===== config.mk =====
export PLATFORM = sky130hd
export DESIGN_NAME = spi_bram_bridge
export DESIGN_NICKNAME = d
export VERILOG_FILES = /design/src/rtl/spi_bram_bridge.sv
export SDC_FILE = /design/constraint.sdc
export NUM_CORES = 1
export LEC_CHECK = 0
export ABC_AREA = 1
export BUFFER_PORTS_ARGS = -buffer_cell sky130_fd_sc_hd__buf_2
export CAP_MARGIN = 30
export CORE_MARGIN = 2
export CORE_UTILIZATION = 55
export CTS_BUF_LIST = sky130_fd_sc_hd__clkbuf_4 sky130_fd_sc_hd__clkbuf_8
export CTS_CLUSTER_DIAMETER = 30
export DETAILED_ROUTE_END_ITERATION = 8
export PLACE_DENSITY = 0.77
export SLEW_MARGIN = 30
export SYNTH_ARGS = -nofsm -noshare
export SYNTH_HDL_FRONTEND = slang
export SYNTH_SLANG_ARGS = --single-unit

===== constraint.sdc =====
create_clock -name sys_clk_100_in -period 1.93 [get_ports sys_clk_100_in]
set_input_delay 0.193 -clock sys_clk_100_in [delete_from_list [all_inputs] [get_ports sys_clk_100_in]]
set_output_delay 0.193 -clock sys_clk_100_in [all_outputs]
set_load 0.05 [all_outputs]

===== src/rtl/spi_bram_bridge.sv =====
// spi_bram_bridge
//   SPI slave (mode 0, MSB first) that gives an external MCU burst read/write
//   access to one BRAM port. Frame = cs low: command byte, ADDR_BYTES address
//   bytes, then data words. 0x02 = write burst, 0x0B = read burst (DUMMY_BYTES
//   turnaround bytes first). The address auto-increments and wraps modulo
//   2**ADDR_W. Any other command pulses err_out and the rest of the frame is
//   ignored.
//
// Ports
//   sys_clk_100_in  system clock (sclk_in at most sys_clk_100_in/8)
//   sys_rst_n_in    asynchronous active-low reset
//   sclk_in         SPI clock (asynchronous)
//   mosi_in         SPI data in (asynchronous)
//   cs_in           SPI chip select, active low (asynchronous)
//   miso_out        SPI data out, 0 whenever cs_in is high
//   bram_en_out     BRAM enable, one-clock pulse per access
//   bram_wen_out    BRAM write enable, only together with bram_en_out
//   bram_addr_out   BRAM address
//   bram_wdata_out  BRAM write data
//   bram_rdata_in   BRAM read data, RD_LATENCY clocks after bram_en_out
//   busy_out        high while a frame is in progress
//   err_out         one-clock pulse on an unknown command byte
module spi_bram_bridge #(
  parameter int ADDR_W      = 13,
  parameter int DATA_W      = 8,
  parameter int ADDR_BYTES  = 2,
  parameter int DUMMY_BYTES = 1,
  parameter int RD_LATENCY  = 2,
  parameter int SYNC_STAGES = 2
) (
  input  logic              sys_clk_100_in,
  input  logic              sys_rst_n_in,
  input  logic              sclk_in,
  input  logic              mosi_in,
  input  logic              cs_in,
  output logic              miso_out,
  output logic              bram_en_out,
  output logic              bram_wen_out,
  output logic [ADDR_W-1:0] bram_addr_out,
  output logic [DATA_W-1:0] bram_wdata_out,
  input  logic [DATA_W-1:0] bram_rdata_in,
  output logic              busy_out,
  output logic              err_out
);

  localparam int ADDR_BITS  = 8 * ADDR_BYTES;
  localparam int DUMMY_BITS = 8 * DUMMY_BYTES;
  localparam int RX_W0      = (ADDR_W > DATA_W) ? ADDR_W : DATA_W;
  localparam int RX_W       = (RX_W0 > 8) ? RX_W0 : 8;
  localparam int CNT_MAX0   = (ADDR_BITS > DATA_W) ? ADDR_BITS : DATA_W;
  localparam int CNT_MAX    = (CNT_MAX0 > DUMMY_BITS) ? CNT_MAX0 : DUMMY_BITS;
  localparam int CNT_W      = $clog2(CNT_MAX + 1);

  localparam logic [CNT_W-1:0] CNT_CMD_LAST   = CNT_W'(7);
  localparam logic [CNT_W-1:0] CNT_ADDR_LAST  = CNT_W'(ADDR_BITS - 1);
  localparam logic [CNT_W-1:0] CNT_WORD_LAST  = CNT_W'(DATA_W - 1);
  localparam logic [CNT_W-1:0] CNT_WORD_DONE  = CNT_W'(DATA_W);
  localparam logic [CNT_W-1:0] CNT_DUMMY_DONE = CNT_W'(DUMMY_BITS);

  localparam logic [7:0] CMD_WRITE = 8'h02;
  localparam logic [7:0] CMD_READ  = 8'h0B;

  localparam logic [2:0] S_IDLE   = 3'd0;
  localparam logic [2:0] S_CMD    = 3'd1;
  localparam logic [2:0] S_ADDR   = 3'd2;
  localparam logic [2:0] S_WRITE  = 3'd3;
  localparam logic [2:0] S_DUMMY  = 3'd4;
  localparam logic [2:0] S_READ   = 3'd5;
  localparam logic [2:0] S_IGNORE = 3'd6;

  logic [SYNC_STAGES-1:0] r_sclk_sync;
  logic [SYNC_STAGES-1:0] r_mosi_sync;
  logic [SYNC_STAGES-1:0] r_cs_sync;
  logic                   w_sclk_rise;
  logic                   w_sclk_fall;
  logic                   w_cs_rise;
  logic                   w_cs_fall;
  logic                   w_mosi;

  logic [2:0]             r_state;
  logic                   r_cmd_rd;
  logic [CNT_W-1:0]       r_bit_cnt;
  logic [RX_W-2:0]        r_rx;
  logic [RX_W-1:0]        w_rx_next;
  logic [ADDR_W-1:0]      w_addr_new;
  logic [7:0]             w_cmd;
  logic [DATA_W-1:0]      r_tx;
  logic [DATA_W-1:0]      r_prefetch;
  logic [ADDR_W-1:0]      r_addr;
  logic [RD_LATENCY:0]    r_rd_vld;
  logic                   w_boundary;

  // Stage 0: synchronisers. The cs chain clears to "low" so that a reset taken
  // mid-frame cannot fake a falling edge; a fresh cs high->low is required.
  always_ff @(posedge sys_clk_100_in or negedge sys_rst_n_in) begin
    if (!sys_rst_n_in) begin
      r_sclk_sync <= '0;
      r_mosi_sync <= '0;
      r_cs_sync   <= '0;
    end else begin
      r_sclk_sync <= {r_sclk_sync[SYNC_STAGES-2:0], sclk_in};
      r_mosi_sync <= {r_mosi_sync[SYNC_STAGES-2:0], mosi_in};
      r_cs_sync   <= {r_cs_sync[SYNC_STAGES-2:0], cs_in};
    end
  end

  assign w_sclk_rise = r_sclk_sync[SYNC_STAGES-2] & ~r_sclk_sync[SYNC_STAGES-1];
  assign w_sclk_fall = ~r_sclk_sync[SYNC_STAGES-2] & r_sclk_sync[SYNC_STAGES-1];
  assign w_cs_rise   = r_cs_sync[SYNC_STAGES-2] & ~r_cs_sync[SYNC_STAGES-1];
  assign w_cs_fall   = ~r_cs_sync[SYNC_STAGES-2] & r_cs_sync[SYNC_STAGES-1];
  // MOSI only changes on sclk fall, so the fully delayed copy is stable at rise.
  assign w_mosi      = r_mosi_sync[SYNC_STAGES-1];

  assign w_rx_next  = {r_rx, w_mosi};
  assign w_addr_new = w_rx_next[ADDR_W-1:0];
  assign w_cmd      = w_rx_next[7:0];

  // Word boundary on the read side: falling edge after the last dummy bit or
  // after the last bit of a read word.
  assign w_boundary = w_sclk_fall &&
                      (((r_state == S_DUMMY) && (r_bit_cnt == CNT_DUMMY_DONE)) ||
                       ((r_state == S_READ)  && (r_bit_cnt == CNT_WORD_DONE)));

  // Stage 1: frame FSM, BRAM access issue and read prefetch.
  always_ff @(posedge sys_clk_100_in or negedge sys_rst_n_in) begin
    if (!sys_rst_n_in) begin
      r_state        <= S_IDLE;
      r_cmd_rd       <= 1'b0;
      r_bit_cnt      <= '0;
      r_rx           <= '0;
      r_tx           <= '0;
      r_prefetch     <= '0;
      r_addr         <= '0;
      r_rd_vld       <= '0;
      bram_en_out    <= 1'b0;
      bram_wen_out   <= 1'b0;
      bram_addr_out  <= '0;
      bram_wdata_out <= '0;
      err_out        <= 1'b0;
    end else begin
      bram_en_out  <= 1'b0;
      bram_wen_out <= 1'b0;
      err_out      <= 1'b0;
      r_rd_vld     <= r_rd_vld << 1;
      if (r_rd_vld[RD_LATENCY]) r_prefetch <= bram_rdata_in;

      // cs rise has priority over any sclk edge seen in the same cycle.
      if (w_cs_rise) begin
        r_state   <= S_IDLE;
        r_bit_cnt <= '0;
        r_rd_vld  <= '0;
        r_tx      <= '0;
      end else if (w_cs_fall) begin
        r_state   <= S_CMD;
        r_bit_cnt <= '0;
      end else if (w_sclk_rise) begin
        case (r_state)
          S_CMD: begin
            r_rx <= w_rx_next[RX_W-2:0];
            if (r_bit_cnt == CNT_CMD_LAST) begin
              r_bit_cnt <= '0;
              if (w_cmd == CMD_WRITE) begin
                r_cmd_rd <= 1'b0;
                r_state  <= S_ADDR;
              end else if (w_cmd == CMD_READ) begin
                r_cmd_rd <= 1'b1;
                r_state  <= S_ADDR;
              end else begin
                err_out <= 1'b1;
                r_state <= S_IGNORE;
              end
            end else begin
              r_bit_cnt <= r_bit_cnt + 1'b1;
            end
          end
          S_ADDR: begin
            r_rx <= w_rx_next[RX_W-2:0];
            if (r_bit_cnt == CNT_ADDR_LAST) begin
              r_bit_cnt <= '0;
              if (r_cmd_rd) begin
                // First prefetch goes out as soon as the address is known.
                r_state       <= S_DUMMY;
                bram_en_out   <= 1'b1;
                bram_addr_out <= w_addr_new;
                r_addr        <= w_addr_new + 1'b1;
                r_rd_vld[0]   <= 1'b1;
              end else begin
                r_state <= S_WRITE;
                r_addr  <= w_addr_new;
              end
            end else begin
              r_bit_cnt <= r_bit_cnt + 1'b1;
            end
          end
          S_WRITE: begin
            r_rx <= w_rx_next[RX_W-2:0];
            if (r_bit_cnt == CNT_WORD_LAST) begin
              r_bit_cnt      <= '0;
              bram_en_out    <= 1'b1;
              bram_wen_out   <= 1'b1;
              bram_addr_out  <= r_addr;
              bram_wdata_out <= w_rx_next[DATA_W-1:0];
              r_addr         <= r_addr + 1'b1;
            end else begin
              r_bit_cnt <= r_bit_cnt + 1'b1;
            end
          end
          S_DUMMY, S_READ: r_bit_cnt <= r_bit_cnt + 1'b1;
          default: ;
        endcase
      end else if (w_boundary) begin
        r_state       <= S_READ;
        r_bit_cnt     <= '0;
        r_tx          <= r_prefetch;
        bram_en_out   <= 1'b1;
        bram_addr_out <= r_addr;
        r_addr        <= r_addr + 1'b1;
        r_rd_vld[0]   <= 1'b1;
      end else if (w_sclk_fall && (r_state == S_READ)) begin
        r_tx <= {r_tx[DATA_W-2:0], 1'b0};
      end
    end
  end

  // Raw cs_in gating keeps MISO quiet the moment the master deselects.
  assign miso_out = (r_state == S_READ) & ~cs_in & r_tx[DATA_W-1];
  assign busy_out = (r_state != S_IDLE);

endmodule


Yosys cells after proc, flatten, opt, wreduce, memory -nomap -nowiden
Cells that the tools add are included.
Word-level totals
  register bits after elaboration: 83
  bits of input ports: 13
  output and inout bits: 26
  logic and storage cells: 133
Operators by class
  add/subtract/negate cells: 3
  equal/unequal tests: 20
  multiplexer cells: 60
  bitwise logic cells: 13
  reductions and logical operators: 21
Operators with widths (number)
  $mux W13: 10
  $pmux W13 S2: 2
  $mux W8: 5
  $mux W5: 6
  $mux W3: 9
  $add A13 B1 Y13 const B: 2
  $mux W1: 24
  $pmux W5 S3: 1
  $reduce_and A6 Y1: 2
  $eq A5 B4 Y1 const B: 2
  $ne A5 B5 Y1 const B: 2
  $ne A3 B3 Y1 const B: 3
  $eq A8 B2 Y1 const B: 1
  $eq A8 B4 Y1 const B: 1
  $reduce_and A4 Y1: 2
  $not A1 Y1: 7
  $reduce_and A7 Y1: 1
  $and A1 B1 Y1: 6
  $eq A3 B2 Y1 const B: 2
  $eq A3 B3 Y1 const B: 2
  $ne A6 B2 Y1 const B: 1
  $pmux W3 S2: 1
  $reduce_bool A3 Y1: 2
  $add A5 B1 Y5 const B: 1
  other kinds (17): 22

Depth between registers and ports, before layout
Gate-level depths: netlist of run 1.
  depth after elaboration: 8
  gate-level depth with buffers: 14
  mapped depth without buffers: 13

Least setup slack after synthesis of run 1
OpenSTA, ideal clock, no wires.
  kind: register to register
  start: register r_bit_cnt[0]
  end: register bram_addr_out[10]
  library setup time: 119 ps
  data arrival time: 1703 ps
  required time: 1811 ps
  setup slack: 108 ps
  stages on the path, launching flop included: 15
  buffers on the path: 1
  period minus slack after synthesis: 1822 ps
  path through: dfrtp_1 -> ha_1 -> nand2_1 -> nor2_1 -> ha_1 -> inv_1 -> nand2_1 -> nand2_1 -> nand2_1 -> inv_2 -> nor2_8 -> nand2_4 -> buf_6 -> nand2_1 -> nand2_1
Between the ends
  word-level cells in the longest chain between the ends: 6
  elaborated cells between the ends (all ways): 11
  those cells by class: 5 x eq/ne; 6 x reduce/logical
Ends and longest elaborated chain
  start: declaration: RTL line 82  | logic [CNT_W-1:0] r_bit_cnt;
  start signal: assignment: RTL line 173  | r_bit_cnt <= r_bit_cnt + 1'b1;
  start signal: assignment: RTL line 192  | r_bit_cnt <= r_bit_cnt + 1'b1;
  start signal: assignment: RTL line 205  | r_bit_cnt <= r_bit_cnt + 1'b1;
  $eq A5 B4 Y1: RTL line 121, 122
  $logic_and A1 B1 Y1, on equally long branches: RTL line 121, 122
  $logic_or A1 B1 Y1: RTL line 121  | (((r_state == S_DUMMY) && (r_bit_cnt == CNT_DUMMY_DONE)) ||
  $logic_and A1 B1 Y1: RTL line 120  | assign w_boundary = w_sclk_fall &&
  $reduce_bool A2 Y1 (no line)
  $reduce_and A7 Y1 (no line) (*)
  end signal: assignment: RTL line 184  | bram_addr_out <= w_addr_new;
  end signal: assignment: RTL line 201  | bram_addr_out <= r_addr;
  end signal: assignment: RTL line 216  | bram_addr_out <= r_addr;
  end: declaration: RTL line 39  | output logic [ADDR_W-1:0] bram_addr_out,
Mark *: on every way between the ends. The rest lies on a longest branch, timed or not.
A chain may end at the register's enable or synchronous reset.

Worst setup path after layout of run 1
  start: register r_bit_cnt[0]
  end: register bram_addr_out[0]
The elaborated chain is that of the path after synthesis.

==> results by group, run 1 <==
Synthesis
  • Asr flop ratio synth: 100%
  • Most used flip-flop cell after synthesis: dfrtp_1
  • Sequential area share after synthesis: a little under half
  • Syn_nets: 617
  • Synth top area cells: dfrtp_1 (47%), nand2_1 (17%), o21ai_0 (8.2%), nand3_1 (6.4%), inv_1 (5.5%)
  • YS warnings: 0
  • Synth area leader: dfrtp_1
  • Netlist area before placement: between 0.004 and 0.005 sq mm
  • Top cell type's share of synthesized area: about 47%
  • Post-synth EDFFs: 0
  • Distinct cells, synth: 33
  • Cells after Synth: slightly below 600
  • Flops & latches, synth: 83
  • Syn avg cell area: 7.49 sq um

Routing
  • Total number of vias: 4,039
  • # DRC: 0
  • DRT Pass-1 Iters: 5
  • Post-DR vias/cell: between 5 and 6
  • Drt total wl: ~10000 microns
  • Routed WL per cell: approximately 13 microns
  • Routed Antenna Nets: 0
  • DRT iter0 DRCs: 325

Final layout
  • Net count, final: 670
  • Share of layout cells above drive strength 1: 17.3%
  • Fill count: around 700
  • Most common cell after layout, fill and taps aside: nand2_1
  • Final Core Density: between 60 and 70%
  • Area Growth Syn to Fin: 16.1%
  • Non-Filler Instances: 755
  • Ant diodes: 0
  • Commonest non-fill, non-tap cells in the layout: nand2_1 (195), dfrtp_1 (82), o21ai_0 (70)
  • Fin area: 0.00518 sq mm

Floorplan
  • Initial Utilization: 57.1%
  • Die area: ~0.009 sq mm
  • Die Wd: roughly 94 microns
  • # IOs: 39
  • Core area: between 0.007 and 0.008 sq mm
  • FP Rows: 32
  • DIE HEIGHT: about 94 microns

Placed design
  • Post-DP Area: between 0.004 and 0.005 sq mm
  • GPL Wtd Cong: about 0.86
  • Pre-CTS setup slack: 0.0429 ns
  • IO Port Bufs: 38
  • Placed cells: 730
  • Hpwl dp: between 6000 and 7000 microns

Critical path
  • Worst r2r dst: bram_addr_out[0]
  • Worst setup SP type: flip-flop
  • Critical Path RT: 2.23 ns
  • Peak fanout along the critical path: 6
  • R2r setup slk: -0.006 ns
  • Reg2reg start: r_bit_cnt[0]
  • R2R cell count: 13
  • CP arrival: around 2.2 ns
  • Worst Setup End Kind: flip-flop
  • CP Class: reg -> reg

Timing
  • Final WS setup: -0.00598 ns
  • Hold Vio Cnt, Final: 0
  • Worst-Margin Slew: between 0.4 and 0.5 ns
  • Minimum clock period: just under 2 ns
  • Worst Skew: ~0.015 ns
  • Max_slew headroom: between 60% and 70%
  • Fmax: 517 MHz
  • Max-slew violation count: 0
  • Final period util: 100%
  • Unrepaired setup endpoints after global routing: yes
  • Setup violators final: 2

Job
  • Max-cap violation count: 0

Min path
  • Worst Hold Depth: 3
  • Worst Hold Class: in -> reg
  • Worst Hold End: r_prefetch[1]
  • Hold_sp: bram_rdata_in[1]

Clocking
  • Clock sink total: between 80 and 90
  • Reg clk slew, reported paths: around 0.1 ns
  • CTS root buffer: clkbuf_8
  • Num CTS Buffers: 9
  • Clk_lat worst skew: around 0.36 ns
  • CTS Buffer Depth: 2
  • # H-tree levels: 3
  • CTS tree: done

Global routing
  • Vias in the first global route: about 3,500
  • Pin count of the biggest net entering global routing: between 40 and 50
  • Initial antenna violation count: 0
  • Grt ovf: 0
  • First-pass GRT wire length: between 15,000 and 20,000 microns
  • GRT Overall Usage: around 23%

Power
  • Pwr dens: between 800 and 900 mW/mm^2
  • Pleak: ~2.6 nW
  • Maximum vdd drop: between 0.5 and 0.6 mV
  • Final Power: approximately 0.0045 W

Run status
  • Failing checks: setup timing
  • Status: complete, but fails checks
==> Yosys cell counts, types with 3 or more instances <==
| master | instances |
|---|---|
| nor2_1 | 31 |
| a21oi_1 | 5 |
| nand4_1 | 10 |
| inv_2 | 5 |
| inv_1 | 65 |
| clkbuf_1 | 8 |
| nor3_1 | 4 |
| nand2_1 | 204 |
| nand3_1 | 57 |
| nor2_2 | 5 |
| ha_1 | 9 |
| o21ai_0 | 73 |
| buf_2 | 4 |
| dfrtp_1 | 83 |
| buf_6 | 4 |
| nand2_2 | 3 |
| nand2_4 | 4 |
==> report_power, final <==
part | internal [W] | switching [W]
combinational | 0.000343 | 0.000763
clock | 0.000502 | 0.000712
sequential | 0.00197 | 0.000228
total | 0.00281 | 0.00170
==> critical path, stage by stage, from the launching register on <==
cell,delay (ns)
dfrtp_2,0.41
ha_2,0.20
nand2_2,0.06
nor2_2,0.13
ha_2,0.22
inv_2,0.04
nand2_2,0.07
nand2_2,0.05
nand2_2,0.07
inv_2,0.06
nor2_8,0.22
clkbuf_16,0.20
nand3b_1,0.08
nand2_1,0.06
==> per-stage QoR <==
step | setup TNS, ns | hold WS [ns]
after floorplan | 0 | -0.103
after global placement | 0 | 0.179
after detailed placement | 0 | 0.198
after CTS | 0 | 0.0223
after global routing | -1.63 | 0.0170
final | -0.00633 | 0.0290
==> layout make-up <==
class	instances	area [sq um]	area share (%)
multi-input combinational	425	2090	40.4
sequential	83	2080	40.1
timing repair buffer	58	425	8.22
inverter	71	267	5.15
clock inverter	7	63.8	1.23
tap	102	128	2.46
clock buffer	9	124	2.39
==> sequential cells by signal, summed over array words and instances, names as in the netlist <==
signal          flops
bram_addr_out      13
r_addr             13
r_rx               12
bram_wdata_out      8
r_prefetch          8
r_tx                8
r_bit_cnt           5
r_rd_vld            3
r_state             3
r_cs_sync           2
r_mosi_sync         2
r_sclk_sync         2
bram_en_out         1
bram_wen_out        1
err_out             1
r_cmd_rd            1
==> what timing repair did <==
item                                    CTS  global route
buffers inserted                          0             3
endpoints found under the hold margin    40             0
endpoints found under the setup margin    0            46
hold buffers                              4             0
resized for setup                         0            26
==> kinds of logic after synthesis <==
| group | synth area share (%) |
|---|---|
| adder cells (fa/ha/maj) | 2.53 |
| AO/OA/AOI/OAI | 10.1 |
| flip-flops | 46.6 |
| XOR/XNOR | 0.786 |
| AND/OR/NAND/NOR | 31.9 |
| buffers and inverters | 8.11 |
==> worst max-delay path by stage <==
stage / depth (start not counted) / start / endpoint / slack, ns
detailed placement: 13 / r_bit_cnt[0] / bram_addr_out[1] / 0.04
global placement: 13 / r_bit_cnt[0] / bram_addr_out[12] / 0.12
CTS: 13 / r_bit_cnt[0] / r_addr[4] / 0.02
floorplan: 14 / r_bit_cnt[0] / bram_addr_out[10] / 0.11
global route: 13 / r_bit_cnt[1] / r_addr[12] / -0.08
finish: 13 / r_bit_cnt[0] / bram_addr_out[0] / -0.006
==> routing by layer <==
layer | global-route usage, % | vias to the layer above | share of wire [%]
met2 | 34.6 | 121 | 45
met1 | 34.6 | 1895 | 49
met3 | 2.73 | 17 | 4.8
li1 | - | 2006 | -
met5 | 0 | - | 0
met4 | 7.73 | 0 | 1.4
No activity file was read; power rests on OpenSTA's default activity.
==> run 2, diff against run 1 <==
--- a/config.mk
+++ b/config.mk
@@ -9,11 +9,12 @@
 export BUFFER_PORTS_ARGS = -buffer_cell sky130_fd_sc_hd__buf_2
 export CAP_MARGIN = 30
 export CORE_MARGIN = 2
-export CORE_UTILIZATION = 55
-export CTS_BUF_LIST = sky130_fd_sc_hd__clkbuf_4 sky130_fd_sc_hd__clkbuf_8
+export CORE_UTILIZATION = 54
+export CTS_BUF_LIST = sky130_fd_sc_hd__clkbuf_16
 export CTS_CLUSTER_DIAMETER = 30
 export DETAILED_ROUTE_END_ITERATION = 8
-export PLACE_DENSITY = 0.77
+export PLACE_DENSITY = 0.76
+export SKIP_CTS_REPAIR_TIMING = 1
 export SLEW_MARGIN = 30
 export SYNTH_ARGS = -nofsm -noshare
 export SYNTH_HDL_FRONTEND = slang
==> results by group, run 2 (same netlist as run 1, synthesis figures left out) <==
Final layout
  • Area Growth Syn to Fin: 18.7% (was 16.1%)
  • Share of layout cells above drive strength 1: 16.4% (was 17.3%)
  • Commonest non-fill, non-tap cells in the layout: nand2_1 (197), dfrtp_1 (83), o21ai_0 (70) (was nand2_1 (195), dfrtp_1 (82), o21ai_0 (70))
  • Ant diodes: 0 (unchanged)
  • Largest regs: bram_addr_out: 13 flops, r_addr: 13 flops, r_rx: 12 flops (unchanged)
  • Net count, final: 671 (was 670)
  • Fill count: 709 (was 696)
  • Most common cell after layout, fill and taps aside: nand2_1 (unchanged)
  • Final Core Density: 65.4% (was 66.3%)

Critical path
  • Worst r2r dst: r_addr[7] (was bram_addr_out[0])
  • R2R cell count: 13 (unchanged)
  • Reg2reg start: r_bit_cnt[1] (was r_bit_cnt[0])
  • CP peak stage delay: 0.39 ns (was 0.41 ns)
  • CP delay by family, top: simple AND/OR/NAND/NOR gates (unchanged)
  • Worst setup SP type: flip-flop (unchanged)
  • R2r setup slk: 0.09 ns (was -0.006 ns)
  • Crit-path cells: ha_2 -> nand2_4 -> nor2_4 -> ha_4 -> inv_2 -> nand2_2 -> nand2_1 -> nand2_2 -> inv_2 -> nor2_8 -> clkbuf_16 -> nand3_1 -> nand2_1 (was ha_2 -> nand2_2 -> nor2_2 -> ha_2 -> inv_2 -> nand2_2 -> nand2_2 -> nand2_2 -> inv_2 -> nor2_8 -> clkbuf_16 -> nand3b_1 -> nand2_1)
  • CP Class: reg -> reg (unchanged)
  • Slowest stage cell, crit path: dfrtp_1 (was dfrtp_2)
  • Worst Setup End Kind: flip-flop (unchanged)
  • CP arrival: 2.13 ns (was 2.23 ns)
  • Critical Path RT: 2.22 ns (was 2.23 ns)
  • Critical path buffers and inverters: 3 (unchanged)
  • Worst Setup SP: r_bit_cnt[1] (was r_bit_cnt[0])
  • Worst path depth: 13 (unchanged)
  • Peak fanout along the critical path: 7 (was 6)
  • Worst setup endpoint: r_addr[7] (was bram_addr_out[0])

Timing
  • Worst-Margin Slew: 0.500 ns (was 0.491 ns)
  • Minimum clock period: 1.84 ns (was 1.94 ns)
  • Fmax: 542 MHz (was 517 MHz)
  • Max_slew headroom: 66.5% (was 67.1%)
  • Final period util: 95.6% (was 100%)
  • Setup violators final: 0 (was 2)
  • Final TNS setup: 0 ns (was -0.00633 ns)
  • Hold Vio Cnt, Final: 0 (unchanged)
  • Worst Skew: 0.00787 ns (was 0.0152 ns)
  • Max-slew violation count: 0 (unchanged)

Routing
  • DRT iter0 DRCs: 251 (was 325)
  • Total number of vias: 4,033 (was 4,039)
  • DRT Pass-1 Iters: 5 (unchanged)
  • Routed WL per cell: 13.4 microns (was 13.0 microns)
  • # DRC: 0 (unchanged)
  • Post-DR vias/cell: 5.31 (was 5.35)
  • Routed Antenna Nets: 0 (unchanged)
  • Drt total wl: 10,200 microns (was 9790 microns)

Clocking
  • CTS Buffer Depth: 2 (unchanged)
  • Clk_lat worst skew: 0.35 ns (was 0.36 ns)
  • CTS tree: done (unchanged)
  • Clock sink total: 83 (unchanged)
  • Num CTS Buffers: 9 (unchanged)
  • CTS root buffer: clkbuf_16 (was clkbuf_8)
  • # H-tree levels: 3 (unchanged)
  • Reg clk slew, reported paths: 0.07 ns (was 0.10 ns)

Floorplan
  • # IOs: 39 (unchanged)
  • FP Rows: 33 (was 32)
  • Die area: 0.00900 sq mm (was 0.00884 sq mm)
  • Die Wd: 94.9 microns (was 94.0 microns)
  • Initial Utilization: 55.1% (was 57.1%)
  • Core area: 0.00809 sq mm (was 0.00781 sq mm)
  • DIE HEIGHT: 94.9 microns (was 94.0 microns)

Global routing
  • Grt ovf: 0 (unchanged)
  • First-pass GRT wire length: 16,800 microns (was 16,100 microns)
  • Pin count of the biggest net entering global routing: 50 (was 47)
  • GRT Overall Usage: 24.0% (was 23.0%)
  • Initial antenna violation count: 0 (unchanged)
  • Vias in the first global route: 3,669 (was 3,507)

Job
  • Max-cap violation count: 0 (unchanged)

Power
  • Pleak: 2.70 nW (was 2.64 nW)
  • Pwr dens: 969 mW/mm^2 (was 872 mW/mm^2)
  • Maximum vdd drop: 0.543 mV (was 0.535 mV)

Placed design
  • IO Port Bufs: 38 (unchanged)
  • GPL Wtd Cong: 0.883 (was 0.861)
  • Hpwl dp: 6990 microns (was 6820 microns)

Min path
  • Worst Hold Class: in -> reg (unchanged)

Run status
  • Status: finished, final reports clean (was complete, but fails checks)
==> run 2: cell types whose count changed in the layout (fill, tap and decap cells not counted), moves of 2 or more <==
cell | previous run | this run
buf_6 | 0 | 2
nor2_2 | 8 | 6
clkbuf_16 | 2 | 10
clkbuf_8 | 9 | 0
nand2_2 | 11 | 9
nand2_1 | 195 | 197
nand3_1 | 54 | 56
nand3_2 | 5 | 3
==> run 2: final cells by class <==
type	instances	area, sq um	share of cell area (%)
Clock inverter	7	82.6	1.56
Tap cell	105	131	2.48
Sequential cell	83	2080	39.3
Timing Repair Buffer	59	423	7.99
Multi-Input combinational cell	425	2090	39.4
Clock buffer	9	225	4.26
Inverter	71	267	5.04
==> run 2: worst min-delay path, stage by stage <==
cell and delay (ns):
buf_2 0.07, nand2_1 0.04, o21ai_0 0.05
==> run 2: how the worst min path moves through the flow <==
stage	endpoint	slack, ns	cells after the start	start
after global routing	r_prefetch[6]	0.07	3	bram_rdata_in[6]
final	r_prefetch[3]	0.05	3	bram_rdata_in[3]
after CTS	r_tx[2]	-0.20	1	sys_rst_n_in
after global placement	r_prefetch[5]	0.17	1	sys_rst_n_in
after detailed placement	r_prefetch[5]	0.18	1	sys_rst_n_in
after floorplan	bram_addr_out[0]	-0.10	0	sys_rst_n_in
==> run 2: where the power goes <==
group	internal, W	switching, W
clock	0.00103	0.000758
sequential	0.00197	0.000226
combinational	0.000371	0.000778
==> run 2: routing by layer <==
layer  share of wire [%]  routed length (microns)  global-route usage (%)
met1                  47                     4800                    33.6
met2                  47                     4740                    36.9
met4                 1.6                      165                    10.4
met3                 4.6                      466                    3.99
met5                   0                        0                       0
==> run 2: per-stage QoR <==
stage	instances	setup WS [ns]	cell area [sq um]	hold WS, ns	power (W)
6_report	759	0.0856	5290	0.0484	0.00513
5_1_grt	759	-0.0236	5290	0.0657	0.00539
4_1_cts	748	-0.0190	5110	-0.195	0.00509
3_5_place_dp	732	0.000706	4800	0.177	0.00330
3_3_place_gp	732	0.0630	4800	0.172	0.00325
2_1_floorplan	595	0.108	4460	-0.103	0.00296
